### src/rtl/if_stage_pkg.sv
// if_stage_pkg: definitions shared by the fetch stage and decode/control.
//   state_e        fetch controller states
//   *_DEF          default reset PC and NOP instruction word
//   *_MSB/*_LSB    instruction field positions (op, funct, rt)
//   pc_plus4       sequential next-PC, wraps modulo 2^32
package if_stage_pkg;

  typedef enum logic [1:0] {
    FETCH = 2'd0,
    DROP  = 2'd1,
    HOLD  = 2'd2
  } state_e;

  localparam logic [31:0] RESET_PC_DEF  = 32'h0000_0000;
  localparam logic [31:0] NOP_INSTR_DEF = 32'h0000_0000;  // sll $0,$0,0

  localparam int unsigned OP_MSB    = 31;
  localparam int unsigned OP_LSB    = 26;
  localparam int unsigned FUNCT_MSB = 5;
  localparam int unsigned FUNCT_LSB = 0;
  localparam int unsigned RT_MSB    = 20;
  localparam int unsigned RT_LSB    = 16;

  function automatic logic [31:0] pc_plus4(input logic [31:0] pc);
    return pc + 32'd4;
  endfunction

endpackage

### src/rtl/if_stage_if_id_reg.sv
// if_id_reg: IF/ID pipeline register.
//   clk_i, rst_i    clock, asynchronous active-high reset
//   bubble_i        load NOP / pc4=0 / valid=0 (highest priority)
//   load_i          load instr_i / pc4_i as a live instruction
//   instr_o, pc4_o, valid_o   register contents
// Neither bubble_i nor load_i asserted holds the register (stall).
module if_id_reg
  import if_stage_pkg::*;
#(
  parameter logic [31:0] NOP_INSTR = NOP_INSTR_DEF
) (
  input  logic        clk_i,
  input  logic        rst_i,
  input  logic        bubble_i,
  input  logic        load_i,
  input  logic [31:0] instr_i,
  input  logic [31:0] pc4_i,
  output logic [31:0] instr_o,
  output logic [31:0] pc4_o,
  output logic        valid_o
);

  logic [31:0] instr_q;
  logic [31:0] pc4_q;
  logic        valid_q;

  always_ff @(posedge clk_i or posedge rst_i) begin
    if (rst_i) begin
      instr_q <= NOP_INSTR;
      pc4_q   <= '0;
      valid_q <= 1'b0;
    end else if (bubble_i) begin
      instr_q <= NOP_INSTR;
      pc4_q   <= '0;
      valid_q <= 1'b0;
    end else if (load_i) begin
      instr_q <= instr_i;
      pc4_q   <= pc4_i;
      valid_q <= 1'b1;
    end
  end

  assign instr_o = instr_q;
  assign pc4_o   = pc4_q;
  assign valid_o = valid_q;

endmodule

### src/rtl/if_stage.sv
// if_stage: instruction fetch stage with stall, flush and redirect handling.
//   clk, reset                  clock, asynchronous active-high reset
//   stall, flush                hazard unit controls
//   redirect_valid/redirect_pc  taken branch/jump target
//   imem_req/addr/ready/rdata   instruction memory handshake
//   if_id_instr/pc4/valid       IF/ID register
//   if_id_op/funct/rt           fields decoded straight from if_id_instr
module if_stage
  import if_stage_pkg::*;
#(
  parameter logic [31:0] RESET_PC  = RESET_PC_DEF,
  parameter logic [31:0] NOP_INSTR = NOP_INSTR_DEF
) (
  input  logic        clk,
  input  logic        reset,
  input  logic        stall,
  input  logic        flush,
  input  logic        redirect_valid,
  input  logic [31:0] redirect_pc,
  output logic        imem_req,
  output logic [31:0] imem_addr,
  input  logic        imem_ready,
  input  logic [31:0] imem_rdata,
  output logic [31:0] if_id_instr,
  output logic [31:0] if_id_pc4,
  output logic        if_id_valid,
  output logic [5:0]  if_id_op,
  output logic [5:0]  if_id_funct,
  output logic [4:0]  if_id_rt
);

  state_e      state_q, state_d;
  logic [31:0] pc_q, pc_d;
  // Redirect target parked while an abandoned request drains in DROP;
  // pc_q keeps driving the old address so the request stays stable.
  logic [31:0] tgt_q, tgt_d;
  logic [31:0] hb_instr_q, hb_instr_d;
  logic [31:0] hb_pc4_q, hb_pc4_d;

  logic        bubble, load;
  logic [31:0] ld_instr, ld_pc4;
  logic [31:0] pc4;

  assign pc4 = pc_plus4(pc_q);

  always_comb begin
    state_d    = state_q;
    pc_d       = pc_q;
    tgt_d      = tgt_q;
    hb_instr_d = hb_instr_q;
    hb_pc4_d   = hb_pc4_q;
    bubble     = 1'b0;
    load       = 1'b0;
    ld_instr   = hb_instr_q;
    ld_pc4     = hb_pc4_q;

    if (redirect_valid) begin
      bubble = 1'b1;
      if (state_q != HOLD && !imem_ready) begin
        tgt_d   = redirect_pc;
        state_d = DROP;
      end else begin
        pc_d    = redirect_pc;
        state_d = FETCH;
      end
    end else begin
      unique case (state_q)
        FETCH: begin
          if (imem_ready) begin
            pc_d = pc4;
            if (stall) begin
              hb_instr_d = imem_rdata;
              hb_pc4_d   = pc4;
              state_d    = HOLD;
            end else begin
              load     = 1'b1;
              ld_instr = imem_rdata;
              ld_pc4   = pc4;
            end
            bubble = flush;
          end else begin
            bubble = flush | ~stall;
          end
        end
        DROP: begin
          bubble = flush | ~stall;
          if (imem_ready) begin
            pc_d    = tgt_q;
            state_d = FETCH;
          end
        end
        HOLD: begin
          if (flush) begin
            bubble  = 1'b1;
            state_d = FETCH;
          end else if (!stall) begin
            load    = 1'b1;
            state_d = FETCH;
          end
        end
        default: state_d = FETCH;
      endcase
    end
  end

  always_ff @(posedge clk or posedge reset) begin
    if (reset) begin
      state_q    <= FETCH;
      pc_q       <= RESET_PC;
      tgt_q      <= '0;
      hb_instr_q <= '0;
      hb_pc4_q   <= '0;
    end else begin
      state_q    <= state_d;
      pc_q       <= pc_d;
      tgt_q      <= tgt_d;
      hb_instr_q <= hb_instr_d;
      hb_pc4_q   <= hb_pc4_d;
    end
  end

  // Gated by reset directly so the request drops asynchronously and the
  // first request appears in the first cycle after release.
  assign imem_req  = ~reset & (state_q != HOLD);
  assign imem_addr = pc_q;

  if_id_reg #(
    .NOP_INSTR(NOP_INSTR)
  ) u_if_id_reg (
    .clk_i   (clk),
    .rst_i   (reset),
    .bubble_i(bubble),
    .load_i  (load),
    .instr_i (ld_instr),
    .pc4_i   (ld_pc4),
    .instr_o (if_id_instr),
    .pc4_o   (if_id_pc4),
    .valid_o (if_id_valid)
  );

  assign if_id_op    = if_id_instr[OP_MSB:OP_LSB];
  assign if_id_funct = if_id_instr[FUNCT_MSB:FUNCT_LSB];
  assign if_id_rt    = if_id_instr[RT_MSB:RT_LSB];

endmodule

### config.mk
export PLATFORM = sky130hd
export DESIGN_NAME = if_stage
export DESIGN_NICKNAME = d
export VERILOG_FILES = /design/src/rtl/if_stage_pkg.sv /design/src/rtl/if_stage_if_id_reg.sv /design/src/rtl/if_stage.sv
export SDC_FILE = /design/constraint.sdc
export NUM_CORES = 1
export LEC_CHECK = 0
export BUFFER_PORTS_ARGS = -buffer_cell sky130_fd_sc_hd__buf_4
export CAP_MARGIN = 10
export CORE_ASPECT_RATIO = 1.2
export CORE_UTILIZATION = 58
export DETAILED_ROUTE_END_ITERATION = 16
export PLACE_DENSITY = 0.95
export SLEW_MARGIN = 20
export SYNTH_ARGS = -nofsm -noshare
export SYNTH_HDL_FRONTEND = slang
export SYNTH_SLANG_ARGS = --single-unit
### constraint.sdc
create_clock -name clk -period 11.7 [get_ports clk]
set_clock_uncertainty 0.05 [all_clocks]
set_input_delay 2.34 -clock clk [delete_from_list [all_inputs] [get_ports clk]]
set_output_delay 2.34 -clock clk [all_outputs]
set_load 0.05 [all_outputs]
==> out/metrics.yaml <==
synth:
  synth.distinct_cells: 59
  postSynthAreaPerCell_um2: 9.74
  synth_area_mm2: 0.00960
  ys_seq_elements: 195
  synthFlopType: "dfrtp_1"
  synth_edf_count: 0
  synth_cells: 985
  syn-num-nets: 1056
  synth_warnings: 0
  synth-async-reset-ratio_pct: 100
  synth_seq_area_share_pct: 50.9
setup_path:
  critical_path_class: "in2out"
  end_kind: "primary output"
  required_ns: 9.31
  worstSetupStartpointType: "input port"
  cp_data_arrival_time_ns: 2.78
  crit_fanout: 2
  cp_slowest_cell: "buf_4"
  critical_path.max_stage_delay_ns: 0.20
  crit_chain: "buf_4 -> nor2_1 -> buf_4"
  critical-path-top-delay-family: "buffers and inverters"
  path_common_cell: "buf_4"
  path_buf_inv: 2
timing:
  final.setup.tns_ns: 0
  drv_slew: 0
  setup_viol_count_final: 0
  worst_pin_slew_ns: 1.05
  rsz0062_at_grt: "false"
  period_minus_slack_ns: 5.17
  relSlewSlack_pct: 30.1
  hold_violations: 0
  fin_crit_sh_pct: 44.2
  max_freq_mhz: 193
cells_and_area:
  num_antenna_cells: 0
  nNetsFinal: 1171
  layout-drive-gt1-share_pct: 27.8
  syn2layout_area_growth_pct: 20.2
  stdcell_count: 1325
cts:
  cts_made_buffers: 17
  cts_resized: 0
  cts_root_buf: "clkbuf_16"
  clkLatencyLatePin_ns: 0.44
  clk_pin_slew_worst_paths_ns: 0.07
  cts_max_level: 4
  cts_tree: "built"
  clock-sinks: 195
  clockBufferDepth: 2
  cts_setup_buffers: 0
  ctsHoldBuffers: 0
pwr:
  powerDensity_mw_per_mm2: 166
  power_leakage_nw: 5.13
  total_power_mw: 1.91
  peakVddDrop_mv: 0.0980
route:
  drtIter0Drc: 737
  drc: 0
  wirelength_um: 25200
  viasPerCell: 6.29
  vias: 8332
  routedWlPerCell_um: 19.0
  ant_nets: 0
  dr.pass1.iters: 6
placement:
  dpl.hpwl_um: 16700
  place_congestion: 0.974
  portBuffers: 184
  place_inst: 1293
die:
  start_util_pct: 59.2
  num_rows: 51
  core-area_mm2: 0.0162
  die_w_um: 119
  ios: 185
  die_y_um: 143
  die-area_mm2: 0.0171
global_route:
  grt_max_degree: 127
  grt_antenna_before_repair: 0
  groute.usage.overall_pct: 30.2
  grt_pass1_wl_um: 40400
  overflow: 0
  grt_pass1_vias: 8047
run_status:
  outcome: "finished, final reports clean"
run:
  cap_viol_max_count: 0
worst_hold_path:
  min_path_type: "reg2reg"
cell usage in the layout, fill, tap and decap left out, drive strengths merged, types with 22 or more instances in the layout:
master and instances:
o21ai 60, buf 194, mux2 72, nor3 22
a311oi 35, nand2 136, nor2 69, dfrtp 195
a21oi 66, inv 27
report_power, final:
group,switching (mW),internal [mW],total [mW]
Combinational,0.254,0.153,0.407
Sequential,0.0913,0.777,0.868
Clock,0.267,0.368,0.635
Total,0.612,1.30,1.91
area by class of cell:
| class | count | area, µm² |
|---|---|---|
| Sequential cell | 195 | 4880 |
| Clock buffer | 19 | 443 |
| Multi-Input combinational cell | 668 | 4200 |
| Clock inverter | 13 | 198 |
| Inverter | 24 | 97.6 |
| Timing Repair Buffer | 194 | 1460 |
| Fill cell | 1181 | 4670 |
| Tap cell | 212 | 265 |
state kept, by name, indices dropped and copies added (netlist names):
name,count
u_if_id_reg.valid_o,1
hb_instr_q,32
u_if_id_reg.instr_o,32
hb_pc4_q,32
state_q,2
imem_addr,32
tgt_q,32
u_if_id_reg.pc4_o,32
path summary, 6_finish.rpt:
check	start	endpoint	slack [ns]	cells past startpoint
worst max-delay path	reset	imem_req	6.53	3
worst min-delay path	hb_pc4_q[7]$_DFFE_PP0P_	hb_pc4_q[7]$_DFFE_PP0P_	0.44	2
worst max register to register	state_q[0]$_DFFE_PP0P_	u_if_id_reg.pc4_o[16]$_DFFE_PP0P_	8.74	5
worst min register to register	hb_pc4_q[7]$_DFFE_PP0P_	hb_pc4_q[7]$_DFFE_PP0P_	0.44	2
max in group asynchronous	reset	hb_pc4_q[13]$_DFFE_PP0P_	8.10	3
min in group asynchronous	reset	hb_instr_q[3]$_DFFE_PP0P_	2.06	2
synthesized netlist by cell type, types with 7 or more instances:
cell type	instances	area (µm²)
dfrtp_1	195	4880
nand2_1	136	510
mux2_2	72	811
nor2_1	67	251
a21oi_1	66	330
clkbuf_1	60	225
o21ai_0	54	270
a311oi_1	35	307
inv_1	24	90.1
nor3_1	22	110
and3_1	21	131
a22oi_1	20	150
buf_4	19	143
nand3_1	17	85.1
buf_2	16	80.1
nand4_1	15	93.8
nor4_1	12	75.1
o22ai_1	10	62.6
xnor2_1	10	87.6
and4_1	8	70.1
o2bb2ai_1	8	70.1
o31a_1	7	61.3
metrics by stage:
| step | hold slack, ns | setup slack (ns) | util [%] | instance area [µm²] |
|---|---|---|---|---|
| floorplan | 0.400 | 4.00 | - | 9600 |
| global placement | 0.412 | 6.53 | 67.2 | 10900 |
| detailed placement | 0.426 | 6.54 | 67.2 | 10900 |
| CTS | 0.445 | 6.53 | 71.2 | 11500 |
| global route | 0.473 | 6.49 | 71.2 | 11500 |
| finish | 0.445 | 6.53 | 71.2 | 11500 |
cells by family (layout without fill, tap and decap cells):
logic type	count (synthesis)	in the layout	share of synthesized area, %
buffers and inverters	122	250	5.72
AOI/OAI and AO/OA	257	257	17.7
adders and majority gates	1	1	0.130
muxes	73	73	8.55
DFF	195	195	50.9
xor gates and xnor gates	16	16	1.46
and+or+nand+nor	321	321	15.6
per-layer routing:
| metal | track usage (%) | wire (µm) | up-vias | part of all wire (%) |
|---|---|---|---|---|
| li1 | - | - | 3779 | - |
| met1 | 38.3 | 9970 | 4013 | 40 |
| met2 | 50.2 | 12400 | 460 | 49 |
| met3 | 5.91 | 1940 | 80 | 7.7 |
| met4 | 13.8 | 847 | 0 | 3.4 |
| met5 | 0 | 0 | - | 0 |
worst register-to-register path: stages, from the launching register on:
cell	delay, ns
dfrtp_1	0.47
or3_1	0.50
a211o_1	0.68
nor2_2	0.80
a22oi_1	0.18
o22ai_1	0.20
No activity file was read; power rests on OpenSTA's default activity.
